$ cat src/rtl/caravel_ram_banked_wb.sv
// Wishbone slave front end for NB banks of 32-bit single-port RAM macros sharing A/Di.
// Reads wait RD_LAT cycles for the macro, then return registered data with a one-cycle ack.
module caravel_ram_banked_wb #(
  parameter int unsigned AW     = 13,
  parameter int unsigned NB     = 2,
  parameter int unsigned RD_LAT = 1
) (
  input  logic              wb_clk_i,
  input  logic              wb_rst_i,
  input  logic [31:0]       wb_adr_i,
  input  logic [31:0]       wb_dat_i,
  input  logic [3:0]        wb_sel_i,
  input  logic              wb_we_i,
  input  logic              wb_cyc_i,
  input  logic              wb_stb_i,
  output logic              wb_ack_o,
  output logic [31:0]       wb_dat_o,
  output logic [4*NB-1:0]   WE,
  output logic [NB-1:0]     EN,
  output logic [31:0]       Di,
  input  logic [32*NB-1:0]  Do,
  output logic [AW-1:0]     A
);

  localparam int unsigned BW = (NB > 1) ? $clog2(NB) : 1;

  typedef enum logic [1:0] {StIdle, StRwait, StAck} state_e;

  state_e        state_q, state_d;
  logic [2:0]    cnt_q, cnt_d;
  logic [BW-1:0] bank_q, bank_d, bank;
  logic [31:0]   dat_q, dat_d, rd_data;
  logic          ack_q;
  logic          valid;

  logic          en_on;
  logic [BW-1:0] en_bank;
  logic [3:0]    we_mask;

  logic          unused_adr;

  assign valid      = wb_cyc_i & wb_stb_i;
  assign A          = wb_adr_i[AW+1:2];
  assign Di         = wb_dat_i;
  assign wb_ack_o   = ack_q;
  assign wb_dat_o   = dat_q;
  assign unused_adr = ^{wb_adr_i[31:AW+2], wb_adr_i[1:0]};

  if (NB > 1) begin : g_bank_dec
    assign bank = wb_adr_i[AW+2 +: BW];
  end else begin : g_bank_one
    assign bank = '0;
  end

  always_comb begin
    rd_data = '0;
    for (int unsigned b = 0; b < NB; b++) begin
      if (bank_q == BW'(b)) rd_data = Do[32*b +: 32];
    end
  end

  always_comb begin
    state_d = state_q;
    cnt_d   = cnt_q;
    bank_d  = bank_q;
    dat_d   = dat_q;
    en_on   = 1'b0;
    en_bank = bank;
    we_mask = 4'h0;
    unique case (state_q)
      StIdle: begin
        if (valid) begin
          en_on = 1'b1;
          if (wb_we_i) begin
            // Write commits to the macro this cycle; only the ack remains.
            we_mask = wb_sel_i;
            state_d = StAck;
          end else begin
            bank_d  = bank;
            cnt_d   = 3'(RD_LAT);
            state_d = StRwait;
          end
        end
      end
      StRwait: begin
        en_on   = 1'b1;
        en_bank = bank_q;
        cnt_d   = cnt_q - 3'd1;
        if (!wb_cyc_i) begin
          state_d = StIdle;
        end else if (cnt_q == 3'd1) begin
          dat_d   = rd_data;
          state_d = StAck;
        end
      end
      StAck:   state_d = StIdle;
      default: state_d = StIdle;
    endcase
    if (wb_rst_i) begin
      en_on   = 1'b0;
      we_mask = 4'h0;
    end
  end

  always_comb begin
    EN = '0;
    WE = '0;
    for (int unsigned b = 0; b < NB; b++) begin
      if (en_on && (en_bank == BW'(b))) begin
        EN[b]        = 1'b1;
        WE[4*b +: 4] = we_mask;
      end
    end
  end

  always_ff @(posedge wb_clk_i) begin
    if (wb_rst_i) begin
      state_q <= StIdle;
      cnt_q   <= '0;
      bank_q  <= '0;
      dat_q   <= '0;
      ack_q   <= 1'b0;
    end else begin
      state_q <= state_d;
      cnt_q   <= cnt_d;
      bank_q  <= bank_d;
      dat_q   <= dat_d;
      ack_q   <= (state_d == StAck);
    end
  end

endmodule
$ cat config.mk
export PLATFORM = sky130hd
export DESIGN_NAME = caravel_ram_banked_wb
export DESIGN_NICKNAME = d
export VERILOG_FILES = /design/src/rtl/caravel_ram_banked_wb.sv
export SDC_FILE = /design/constraint.sdc
export NUM_CORES = 1
export LEC_CHECK = 0
export CORE_MARGIN = 4
export CORE_UTILIZATION = 30
export CTS_BUF_LIST = sky130_fd_sc_hd__clkbuf_8
export CTS_CLUSTER_SIZE = 20
export DETAILED_ROUTE_END_ITERATION = 6
export DONT_BUFFER_PORTS = 1
export HOLD_SLACK_MARGIN = 0.02
export PLACE_DENSITY_LB_ADDON = 0.12
export SLEW_MARGIN = 20
export SYNTH_ARGS = -nofsm -noshare
export SYNTH_HDL_FRONTEND = slang
export SYNTH_SLANG_ARGS = --single-unit
$ cat constraint.sdc
create_clock -name wb_clk_i -period 2.4 [get_ports wb_clk_i]
set_input_delay 0.72 -clock wb_clk_i [delete_from_list [all_inputs] [get_ports wb_clk_i]]
set_output_delay 0.72 -clock wb_clk_i [all_outputs]
set_load 0.03 [all_outputs]
Word level (Yosys, flattened, before mapping):

Cells that the tools add are included.

* input bits: 137
* register bits: 39

* bitwise operators: 3
* add/subtract/negate cells: 1
* mux-type cells: 21
* equality and inequality tests: 5
* reduce and logical (&&, ||, !) cells: 7

Operators with widths (count)
* two-way mux 32 bit: 1
* two-way mux 4 bit: 6
* AND reduction 3 bit: 3
* two-way mux 2 bit: 4
* two-way mux 3 bit: 2
* case mux 3 bit (2 select lines): 1
* two-way mux 1 bit: 5
* != test 2 bit (second input constant): 2
* case mux 2 bit (2 select lines): 1
* == test 3 x 1 -> 1 bit (second input constant): 1
* subtractor 3 x 1 -> 3 bit (second input constant): 1
* == test 2 x 1 -> 1 bit (second input constant): 1
* == test 2 bit (second input constant): 1
* logical AND 1 bit: 2
* zero test 2 bit: 1
* NOT 1 bit: 2
* case mux 1 bit (2 select lines): 1
* nonzero test 2 bit: 1
* AND 1 bit: 1

Longest topological paths before layout:

* depth after elaboration: 6
* gate-level depth with buffers: 8
* gate-level depth less buffers: 5

Worst setup path before layout:

Ideal clock, no wire load.

* path type: input-to-output
* from: input port wb_rst_i
* to: output port WE[4]
* arrival: 1755 ps
* cell stages on the path: 3
* setup slack: -75 ps
* buffers on the path: 0
* cells stage by stage: or3b_4 nor4b_2 and2_1

* longest elaborated chain between the ends: 3
* elaborated cells on any way between the ends: 4

RTL lines
* start: declaration: line 9 `input logic wb_rst_i,`
* two-way mux 1 bit: line 99 `if (wb_rst_i) begin`
* logical AND 1 bit: line 109 `if (en_on && (en_bank == BW'(b))) begin`
* two-way mux 4 bit *: line 109
* end: declaration: line 18 `output logic [4*NB-1:0] WE,`

Every way passes the cells marked *; elsewhere a longest branch is shown, timed or not.

Final worst setup path:

* from: input port wb_rst_i
* to: output port WE[7]

Same word-level chain as after synthesis.

==> qor.txt <==
Ports: 225
VDD IR-drop max: 0.000179 V
fraction of layout cells with a size suffix above 1: 31.0%
routed len/inst: 19.6 um
CP max stage delay: 0.40 ns
Finished Core Util: 29.3%
RR Endpoint: wb_dat_o[15]$_SDFFE_PP0P_
fin crit share: 101%
Mapped Cells: 248
Pwr per Cell Area: 522 nW/um^2
later-pin clock latency in the skew report: 0.28 ns
vias in the first global route: 1,683
HP Class: in -> reg
CP arrival: 1.69 ns
slowest CP cell: or3b_4
Yosys reg bits: 39
worst setup margin: -0.0149 ns
failing checks: negative setup slack
GRT Overall Usage: 11.5%
Final ANT Viol Nets: 0
remaining global-route overflow: 0
CTS H-tree depth: 2
library cells used by synthesis: 30
Slew Limit Headroom: 62.9%
post-synthesis cell area: 2450 sq um
share of the synthesized area in the top cell type: 31.9%
vertical die dimension: 98.3 um
CP startpoint: wb_rst_i
Worst Hold Launch: wb_rst_i
final non-filler cell total: 299
final setup vio count: 8
CP endpoint: WE[7]
CTS root buffer: clkbuf_8
WP data required: 1.68 ns
Max-Cap Viols: 0
full die area: 9660 sq um
CP Max Fanout: 39
fin area: 2280 sq um
Max Buffers Root-to-Sink: 2
placed cells: 292
Area contributors post-synth: dfxtp_1, a211oi_2, buf_4
most numerous cell in the Yosys netlist: buf_4
CP cell instances: or3b_4 -> nor4b_4 -> and2_4
NumNets Final: 337
leakage: 0.667 nW
Area Growth Syn to Fin: -6.60%
ys async rst share: 0%
clk slew on worst S/H paths: 0.07 ns
Critical Path Sink Type: output pin
CTS Sinks: 39
antenna violations before repair: 0
R2R Path Start: cnt_q[0]$_SDFFE_PP0P_
transition time of the tightest slew-check pin: 0.556 ns
dpl hpwl: 4310 um
Tmin final: 2.41 ns
First DRT Iteration DRCs: 23
Levels on crit path: 3
DRC Markers: 0
row cnt: 32
Yosys warnings: 0
Setup Skew: 0.00737 ns
sequential-to-total area share from yosys stat: 31.9%
buffer and inverter count on the worst path: 0
average cell area after synthesis: 9.86 sq um
CTS tree: done
GP Congestion: 0.711
Die W: 98.3 um
max-slew violations: 0
number of port buffers: 0
drt first pass iters: 4
CP delay by family, top: simple AND/OR/NAND/NOR gates
DR vias: 1,570
RSZ-0062 raised after global routing: true
CP Launch Type: input port
final wirelength: 5860 um
Synth area leader: dfxtp_1
Reg2Reg Depth: 4
Synth Net Count: 387
DP Area: 2180 sq um
synth cell count leaders: buf_4, dfxtp_1, a21oi_1
Synth Flop Type: dfxtp_1
global-route wire length before repair: 8990 um
total power: 0.00119 W
Post-synth EDFFs: 0
# fillers: 832
Max Clock Freq: 0.414 GHz
CTS Buf Count: 5
n_diodes: 0
core area: 7810 sq um
Initial Util: 31.3%
final hold vios: 0
detailed-route vias per instance: 5.25
run status: complete, but fails checks
largest net degree at the start of global routing: 40
flop2flop setup slack: 0.82 ns
Setup CP Type: in -> out
## sequential cells by signal, indices dropped and copies added (netlist names)
| register | flops |
|---|---|
| bank_q | 1 |
| state_q | 2 |
| wb_dat_o | 32 |
| wb_ack_o | 1 |
| cnt_q | 3 |
## where the power goes
| group | internal (W) | leakage (nW) | switching (W) |
|---|---|---|---|
| sequential | 0.000655 | 0.316 | 0.0000145 |
| combinational | 0.0000503 | 0.310 | 0.0000669 |
| clock | 0.000190 | 0.0413 | 0.000217 |
| total | 0.000895 | 0.667 | 0.000299 |
## through the flow
stage               hold WS, ns  setup slack (ns)  setup TNS, ns
floorplan                 0.451           -0.0350         -0.105
global placement          0.465           -0.0668         -0.304
detailed placement        0.484            -0.129         -0.711
CTS                       0.480          -0.00961        -0.0187
global route              0.474           -0.0729         -0.443
finish                    0.492           -0.0149        -0.0846
## repair_timing
item | in CTS | in global routing
pin swaps | 3 | 1
hold endpoints to repair | 0 | 0
endpoints found under the setup margin | 8 | 10
hold buffers | 0 | 0
gates resized for setup | 10 | 1
setup buffers | 1 | 0
## final cells by class
cell class	count	area [sq um]	area share [%]
clock inverters	1	3.75	0.164
clock buffers	5	68.8	3.01
inverters	4	15.0	0.657
multi-input cells	139	1220	53.3
repair buffers	9	67.6	2.96
well taps	102	128	5.59
flip-flops and latches	39	785	34.3
## cell families (layout without fill, tap and decap cells)
| logic type | after synthesis | in the layout | share of synthesized area (%) |
|---|---|---|---|
| DFF | 39 | 39 | 31.9 |
| adders and majority gates | 2 | 2 | 1.02 |
| and+or+nand+nor | 30 | 30 | 8.24 |
| AOI/OAI and AO/OA | 73 | 73 | 24.9 |
| muxes | 34 | 34 | 14.0 |
| buffers and inverters | 70 | 19 | 19.9 |
## routing by layer
layer  routed length, um  global-route usage [%]  up-vias
li1                    -                       -      734
met1                2120                    12.0      727
met2                2930                    19.6       83
met3                 592                    4.21       26
met4                 221                    6.93        0
met5                   0                       0        -
## layout by cell type, fill, tap and decap left out, drive strengths merged
master	n
nor4	1
nor2	5
or3b	1
inv	5
dfxtp	39
a21oi	36
mux2	1
a211oi	32
o31ai	2
nand2b	3
nor4b	1
a21o	1
nand2	2
a31oi	1
and2	9
mux2i	33
clkbuf	5
nor3b	1
and3b	1
nand4	2
or3	1
ha	2
a41o	1
nor2b	2
nand4bb	1
buf	9
## how the worst min path moves through the flow
stage | cells after the start | end | slack [ns]
after floorplan | 2 | cnt_q[1]$_SDFFE_PP0P_ | 0.45
after global placement | 2 | cnt_q[1]$_SDFFE_PP0P_ | 0.46
after detailed placement | 2 | cnt_q[0]$_SDFFE_PP0P_ | 0.48
after CTS | 1 | wb_dat_o[28]$_SDFFE_PP0P_ | 0.48
after global routing | 1 | wb_dat_o[0]$_SDFFE_PP0P_ | 0.47
final | 1 | wb_dat_o[0]$_SDFFE_PP0P_ | 0.49
Note: power is estimated with default switching activity, not from simulation.
